`config.mk`:
```
export PLATFORM = sky130hd
export DESIGN_NAME = ka163_mul_scheduler
export DESIGN_NICKNAME = d
export VERILOG_FILES = /design/src/rtl/ka163_mul_scheduler.sv
export SDC_FILE = /design/constraint.sdc
export NUM_CORES = 2
export LEC_CHECK = 0
export CORE_AREA = 2 2 388 390
export DETAILED_ROUTE_END_ITERATION = 16
export DIE_AREA = 0 0 390 392
export REMOVE_ABC_BUFFERS = 1
export SYNTH_ARGS = -nofsm -noshare
export SYNTH_HDL_FRONTEND = slang
export SYNTH_SLANG_ARGS = --single-unit
export TNS_END_PERCENT = 10
```
`constraint.sdc`:
```
create_clock -name clk -period 117.7 [get_ports clk]
set_input_delay 23.54 -clock clk [delete_from_list [all_inputs] [get_ports clk]]
set_output_delay 23.54 -clock clk [all_outputs]
set_load 0.02 [all_outputs]
```
`src/rtl/ka163_mul_scheduler.sv`:
```
// Karatsuba sequencer: one 163-bit GF(2)[x] product from three 82-bit sub-products.
// KA_SCHED_PIPE_ISSUE_EN: issue all three requests back-to-back to a pipelined sub-multiplier.
module ka163_mul_scheduler #(
    parameter int unsigned N = 163,
    parameter int unsigned H = (N + 1) / 2
) (
    input  logic           clk,
    input  logic           rst,
    input  logic           in_valid,
    output logic           in_ready,
    input  logic [N-1:0]   in_a,
    input  logic [N-1:0]   in_b,
    output logic           mul_req_valid,
    input  logic           mul_req_ready,
    output logic [H-1:0]   mul_a,
    output logic [H-1:0]   mul_b,
    input  logic           mul_rsp_valid,
    input  logic [2*H-2:0] mul_rsp_data,
    output logic           out_valid,
    input  logic           out_ready,
    output logic [2*N-2:0] out_c,
    output logic           busy
);
    localparam int unsigned PW = 2 * H - 1;
    localparam int unsigned CW = 2 * N - 1;

    typedef enum logic [2:0] {StIdle, StIssue, StWait, StCombine, StDone} state_t;

    state_t        state;
    logic [H-1:0]  a_l, a_h, b_l, b_h;
    logic [1:0]    issue_cnt, rsp_cnt;
    logic [PW-1:0] p_l, p_m, p_h;

    logic          req_fire;
    logic          rsp_fire;
    logic [PW-1:0] mid;
    logic [CW-1:0] combined;

    assign req_fire = mul_req_valid && mul_req_ready;
    // A response only counts while a request is outstanding.
    assign rsp_fire = mul_rsp_valid && (rsp_cnt != issue_cnt) &&
                      ((state == StIssue) || (state == StWait));

    assign mid      = p_l ^ p_m ^ p_h;
    assign combined = CW'(p_l) ^ (CW'(mid) << H) ^ (CW'(p_h) << (2 * H));

    always_ff @(posedge clk or posedge rst) begin
        if (rst) begin
            state         <= StIdle;
            in_ready      <= 1'b1;
            mul_req_valid <= 1'b0;
            mul_a         <= '0;
            mul_b         <= '0;
            out_valid     <= 1'b0;
            out_c         <= '0;
            busy          <= 1'b0;
            a_l           <= '0;
            a_h           <= '0;
            b_l           <= '0;
            b_h           <= '0;
            issue_cnt     <= '0;
            rsp_cnt       <= '0;
            p_l           <= '0;
            p_m           <= '0;
            p_h           <= '0;
        end else begin
            if (req_fire) begin
                issue_cnt <= issue_cnt + 2'd1;
                unique case (issue_cnt)
                    2'd0: begin
                        mul_a <= a_l ^ a_h;
                        mul_b <= b_l ^ b_h;
                    end
                    2'd1: begin
                        mul_a <= a_h;
                        mul_b <= b_h;
                    end
                    default: begin
                        mul_a <= '0;
                        mul_b <= '0;
                    end
                endcase
            end

            if (rsp_fire) begin
                rsp_cnt <= rsp_cnt + 2'd1;
                unique case (rsp_cnt)
                    2'd0:    p_l <= mul_rsp_data;
                    2'd1:    p_m <= mul_rsp_data;
                    default: p_h <= mul_rsp_data;
                endcase
            end

            unique case (state)
                StIdle: begin
                    if (in_valid) begin
                        a_l           <= in_a[H-1:0];
                        a_h           <= H'(in_a[N-1:H]);
                        b_l           <= in_b[H-1:0];
                        b_h           <= H'(in_b[N-1:H]);
                        mul_a         <= in_a[H-1:0];
                        mul_b         <= in_b[H-1:0];
                        issue_cnt     <= '0;
                        rsp_cnt       <= '0;
                        in_ready      <= 1'b0;
                        busy          <= 1'b1;
                        mul_req_valid <= 1'b1;
                        state         <= StIssue;
                    end
                end
                StIssue: begin
`ifdef KA_SCHED_PIPE_ISSUE_EN
                    if (req_fire && (issue_cnt == 2'd2)) begin
                        mul_req_valid <= 1'b0;
                        state         <= StWait;
                    end
`else
                    if (req_fire) begin
                        mul_req_valid <= 1'b0;
                        state         <= StWait;
                    end
`endif
                end
                StWait: begin
`ifdef KA_SCHED_PIPE_ISSUE_EN
                    if (rsp_cnt == 2'd3) begin
                        state <= StCombine;
                    end
`else
                    // Re-issue on the capture edge so the core sees no idle cycle.
                    if (rsp_cnt == 2'd3) begin
                        state <= StCombine;
                    end else if (rsp_fire && (issue_cnt != 2'd3)) begin
                        mul_req_valid <= 1'b1;
                        state         <= StIssue;
                    end
`endif
                end
                StCombine: begin
                    out_c     <= combined;
                    out_valid <= 1'b1;
                    state     <= StDone;
                end
                StDone: begin
                    if (out_ready) begin
                        out_valid <= 1'b0;
                        busy      <= 1'b0;
                        in_ready  <= 1'b1;
                        state     <= StIdle;
                    end
                end
                default: state <= StIdle;
            endcase
        end
    end

endmodule

```
; After elaboration in Yosys (flattened, before gate mapping)
; Cells that the tools add are included.
[word_totals]
in_bits = 495
output_inout_bits = 493
word_cells = 92
regBits = 1315
[op_classes]
n_eq_ne = 15
n_mux = 31
bitwise_logic = 7
add_sub_neg = 2
reduce_logical = 20
[op_table]
columns = operator, count
row1 = 82-bit two-way mux, 6
row2 = 82-bit case mux with 2 select lines, 2
row3 = 163-bit bitwise XOR, 2
row4 = 245-bit by 325-bit bitwise XOR with 325-bit output, 1
row5 = 163-bit by 245-bit bitwise XOR with 245-bit output, 1
row6 = 82-bit by 81-bit bitwise XOR with 82-bit output, 2
row7 = 3-bit two-way mux, 5
row8 = 3-bit case mux with 5 select lines, 1
row9 = 2-bit two-way mux, 6
row10 = 2-bit inequality test (second input constant), 5
row11 = 2-bit AND reduction, 5
row12 = 1-bit two-way mux, 7
row13 = 3-bit by 2-bit == test with 1-bit output (second input constant), 2
row14 = 1-bit case mux with 2 select lines, 3
row15 = 5-bit AND reduction, 1
row16 = 2-bit by 1-bit adder with 2-bit output (second input constant), 2
row17 = 2-bit by 1-bit == test with 1-bit output (second input constant), 2
row18 = 1-bit logical AND, 4
row19 = 2-bit zero test, 2
row20 = 4-bit AND reduction, 1
row21 = 2-bit nonzero test, 2
row22 = 3-bit by 1-bit == test with 1-bit output (second input constant), 1
row23 = 3-bit == test (second input constant), 1
row24 = 3-bit zero test, 1
row25 = other kinds (10), 10

; Logic depth before layout (Yosys ltp)
[logic_depth]
word_depth = 7
ltp_mapped = 9

; Worst setup path before layout
; OpenSTA, ideal clock, no wires.
[synth_path]
path_kind = input to register
startpoint = input in_valid
endpoint = register a_h[25]
cell_stages = 7
setup_slack_ns = 92.591
t_arrival_ns = 24.991
cell_sequence = or3b_2 -> or2_2 -> clkbuf_1 -> clkbuf_1 -> clkbuf_1 -> nand2_1 -> nand2_1
[synth_between]
elab_chain_cells = 1
[synth_rtl]
columns = element, line
row1 = "start, declared", 9  ; input logic in_valid,
row2 = 2-bit AND reduction (no source line), n/a
row3 = "end signal, assigned", 98  ; a_h <= H'(in_a[N-1:H]);
row4 = "end, declared", 30  ; logic [H-1:0] a_l, a_h, b_l, b_h;
; Every way passes these cells.
; A chain may end at the register's enable or synchronous reset.

; Final worst setup path
[layout_path]
startpoint = input in_valid
endpoint = register mul_b[54]
[layout_between]
elab_chain_cells = 2
[layout_rtl]
columns = element, line
row1 = 82-bit two-way mux, 96  ; if (in_valid) begin
row2 = 82-bit two-way mux, 94  ; unique case (state)
row3 = "end signal, assigned", 72  ; mul_b <= b_l ^ b_h;
row4 = "end signal, assigned", 76  ; mul_b <= b_h;
row5 = "end signal, assigned", 102  ; mul_b <= in_b[H-1:0];
row6 = "end, declared", 16  ; output logic [H-1:0] mul_b,
; Every way passes these cells.

==> qor.csv <==
metric;value;unit
drt-pass1-iter-count;5;
cp.arrival;28720;ps
grt_use_met1;25.59;%
yosys_warnings;0;
start_util;37.45;%
crit_required;118320;ps
combPwrFrac;43.2;%
path_clk_slew;60;ps
fin_skew;44.28;ps
leakage;32.17;nW
setup_tns;0;ps
placed_cells;7691;
grt_util_all_layers;21.13;%
io_pins;988;
r2r-start;state[0];
p_seq_share;36.5;%
postRouteAntennaNets;0;
drive_above_1_share;13.74;%
drt-total-wl;164300;um
n_fill_cell;13495;
yosys.area.top_type;dfrtp_1;
clkPwrFrac;20.4;%
holdCritPathClass;flip-flop to flip-flop;
place.gp.congestion;0.8327;
cts_made_buffers;146;
root_buffer;clkbuf_16;
grt_antenna_before_repair;57;
final-instance-count-excl-fill;7966;
power;2.255;mW
status;finished clean;
dr.first_iter.drc_count;2259;
fin_nets;6396;
grt_pass1_wl;249000;um
worstMarginPinSlew;1087;ps
core;148900;um^2
ys_ff_latch;1315;
netlist_top_cells_count;1314 x dfrtp_1, 990 x nand2_1, 812 x o21ai_0;
hp-start;a_l[81];
period_share;23.87;%
criticalPathCategory;input port to flip-flop;
drv_cap;0;
critPathMaxFanout;199;
syn_area;55760;um^2
r2r_setup_slack;112400;ps
cts_tree;done;
ys_seq_area_share;59.01;%
drv_slew;0;
met3_usage;8.735;%
grt-ovfl-total;0;
vdd_drop_max;0.00001701;V
clk_latency;760;ps
port_buffers;987;
internal_power;1.411;mW
die_y;392;um
endpoint_kind;flip-flop;
yosysTopAreaCellShare;58.97;%
hold_buffers;0;
final_hold_viol_count;0;
cts_resized;0;
min_period;28090;ps
die_w;390;um
detail_route.wl_per_cell;20.62;um
num_rows;142;
synth-async-reset-ratio;100.0;%
grt_use_met2;33.71;%
cts_setup_buffers;0;
grt_most_used_layer;met2;
cp-start-kind;input port;
vias_per_cell;4.991;
setup_viol;0;
drc;0;
seq_area;32910;um^2
synth_ff_type;dfrtp_1;
syn_avg_cell_area;11.13;um^2
dp_hpwl;111500;um
syn2layout_area_growth;29.64;%
synth_most_common_cell;dfrtp_1;
grt_pass1_vias;40381;
startpoint;in_valid;
p_sw_share;37.43;%
max_freq;0.03559;GHz
h-tree-depth;4;
die_area;152900;um^2
grt_setup_unrepaired;false;
synth_edf_count;0;
cts.sinks;1315;
slew_headroom;27.51;%
cts_buffer_depth;3;
p_per_area;31.19;nW/um^2
synth_cell_types;32;
yosys-top-cells-area;dfrtp_1 59%, mux2_2 11%, o21ai_0 7.3%;
power_switching;0.8439;mW
route.vias.total;39760;
grt_max_degree;200;
syn_inst;5008;
multi_input_area;21170;um^2
==> path summary, 6_finish.rpt <==
check                            end  depth (start not counted)
min reg2reg                  a_l[81]                          2
min in group asynchronous  out_c[91]                          2
min                          a_l[81]                          2
max in group asynchronous    a_h[23]                          7
max                        mul_b[54]                          9
max reg2reg                mul_b[54]                          8
==> sequential cells by signal, indices dropped and copies added (netlist names) <==
signal	flops
rsp_cnt	2
mul_a	82
mul_b	82
b_h	81
out_valid	1
p_m	163
issue_cnt	2
p_l	163
a_h	81
b_l	82
a_l	82
mul_req_valid	1
busy	1
state	3
in_ready	1
p_h	163
out_c	325
==> worst max-delay path: stages <==
cell and delay, ps:
clkdlybuf4s50_1 540, or3b_2 530, nor2_4 270, buf_4 780, buf_4 810, buf_12 590, buf_4 920, nand2_1 160
o21ai_0 130
==> power by group through the flow <==
stage	clock [mW]	sequential, mW	combinational [mW]
5_1_grt	0.490	0.851	1.07
6_report	0.459	0.823	0.973
2_1_floorplan	0	0.893	0.609
3_3_place_gp	0	0.823	0.967
3_5_place_dp	0	0.829	0.981
4_1_cts	0.471	0.824	0.987
==> cell type report <==
class	instances	share of cell area, %
antenna	18	0.06231
timing repair buffer	1028	14.16
inverter	168	0.8827
multi-input combinational	3236	29.29
clock inverter	37	0.6542
tap	1944	3.365
clock buffer	220	6.065
sequential	1315	45.52
==> cells by family after synthesis <==
family          Yosys count  share of synthesized area, %
mux                     651                         13.15
compound gates         1152                         11.15
xor+xnor                413                         6.487
fa+ha+maj                 6                        0.1346
simple gates           1014                         6.895
buf+inv                 457                         3.171
flops                  1315                         59.01
==> through the flow <==
stage	instance area, um^2	hold WS [ps]	util [%]	setup WS (ps)
final	72290	468.8	48.55	89610
after global routing	72270	493.1	48.54	89040
after global placement	67390	450.7	45.26	88820
after detailed placement	67390	459.1	45.26	88770
after floorplan	54620	438.1	-	57090
after CTS	72250	474.0	48.52	89580
==> routing by layer <==
layer | vias up | share of wire [%] | wire length, um
li1 | 18543 | - | -
met4 | 68 | 3.5 | 5712
met5 | - | 0.27 | 450
met1 | 19690 | 39 | 64790
met3 | 319 | 10 | 16580
met2 | 1140 | 47 | 76760
==> cells in the final DEF (no fill, tap or decap), types with 2 or more instances in the layout <==
cell type and count:
buf_12 4, nand2_1 989, clkinv_16 4, clkbuf_16 148, and3_1 2, diode_2 18
inv_1 167, mux2_2 545, inv_16 2, nand3b_1 3, nor2b_1 2, bufinv_16 4
ha_1 4, nand2_8 3, xnor2_1 411, buf_4 37, clkdlybuf4s50_1 987, a21oi_1 171
a21o_1 161, mux2_1 106, clkbuf_1 31, xor2_1 2, clkinv_2 19, nor2_1 10
clkbuf_8 41, ha_4 2, clkinv_8 4, inv_6 2, o21ai_0 812, dfrtp_1 1314
clkinvlp_4 2
No activity file was read; power rests on OpenSTA's default activity.
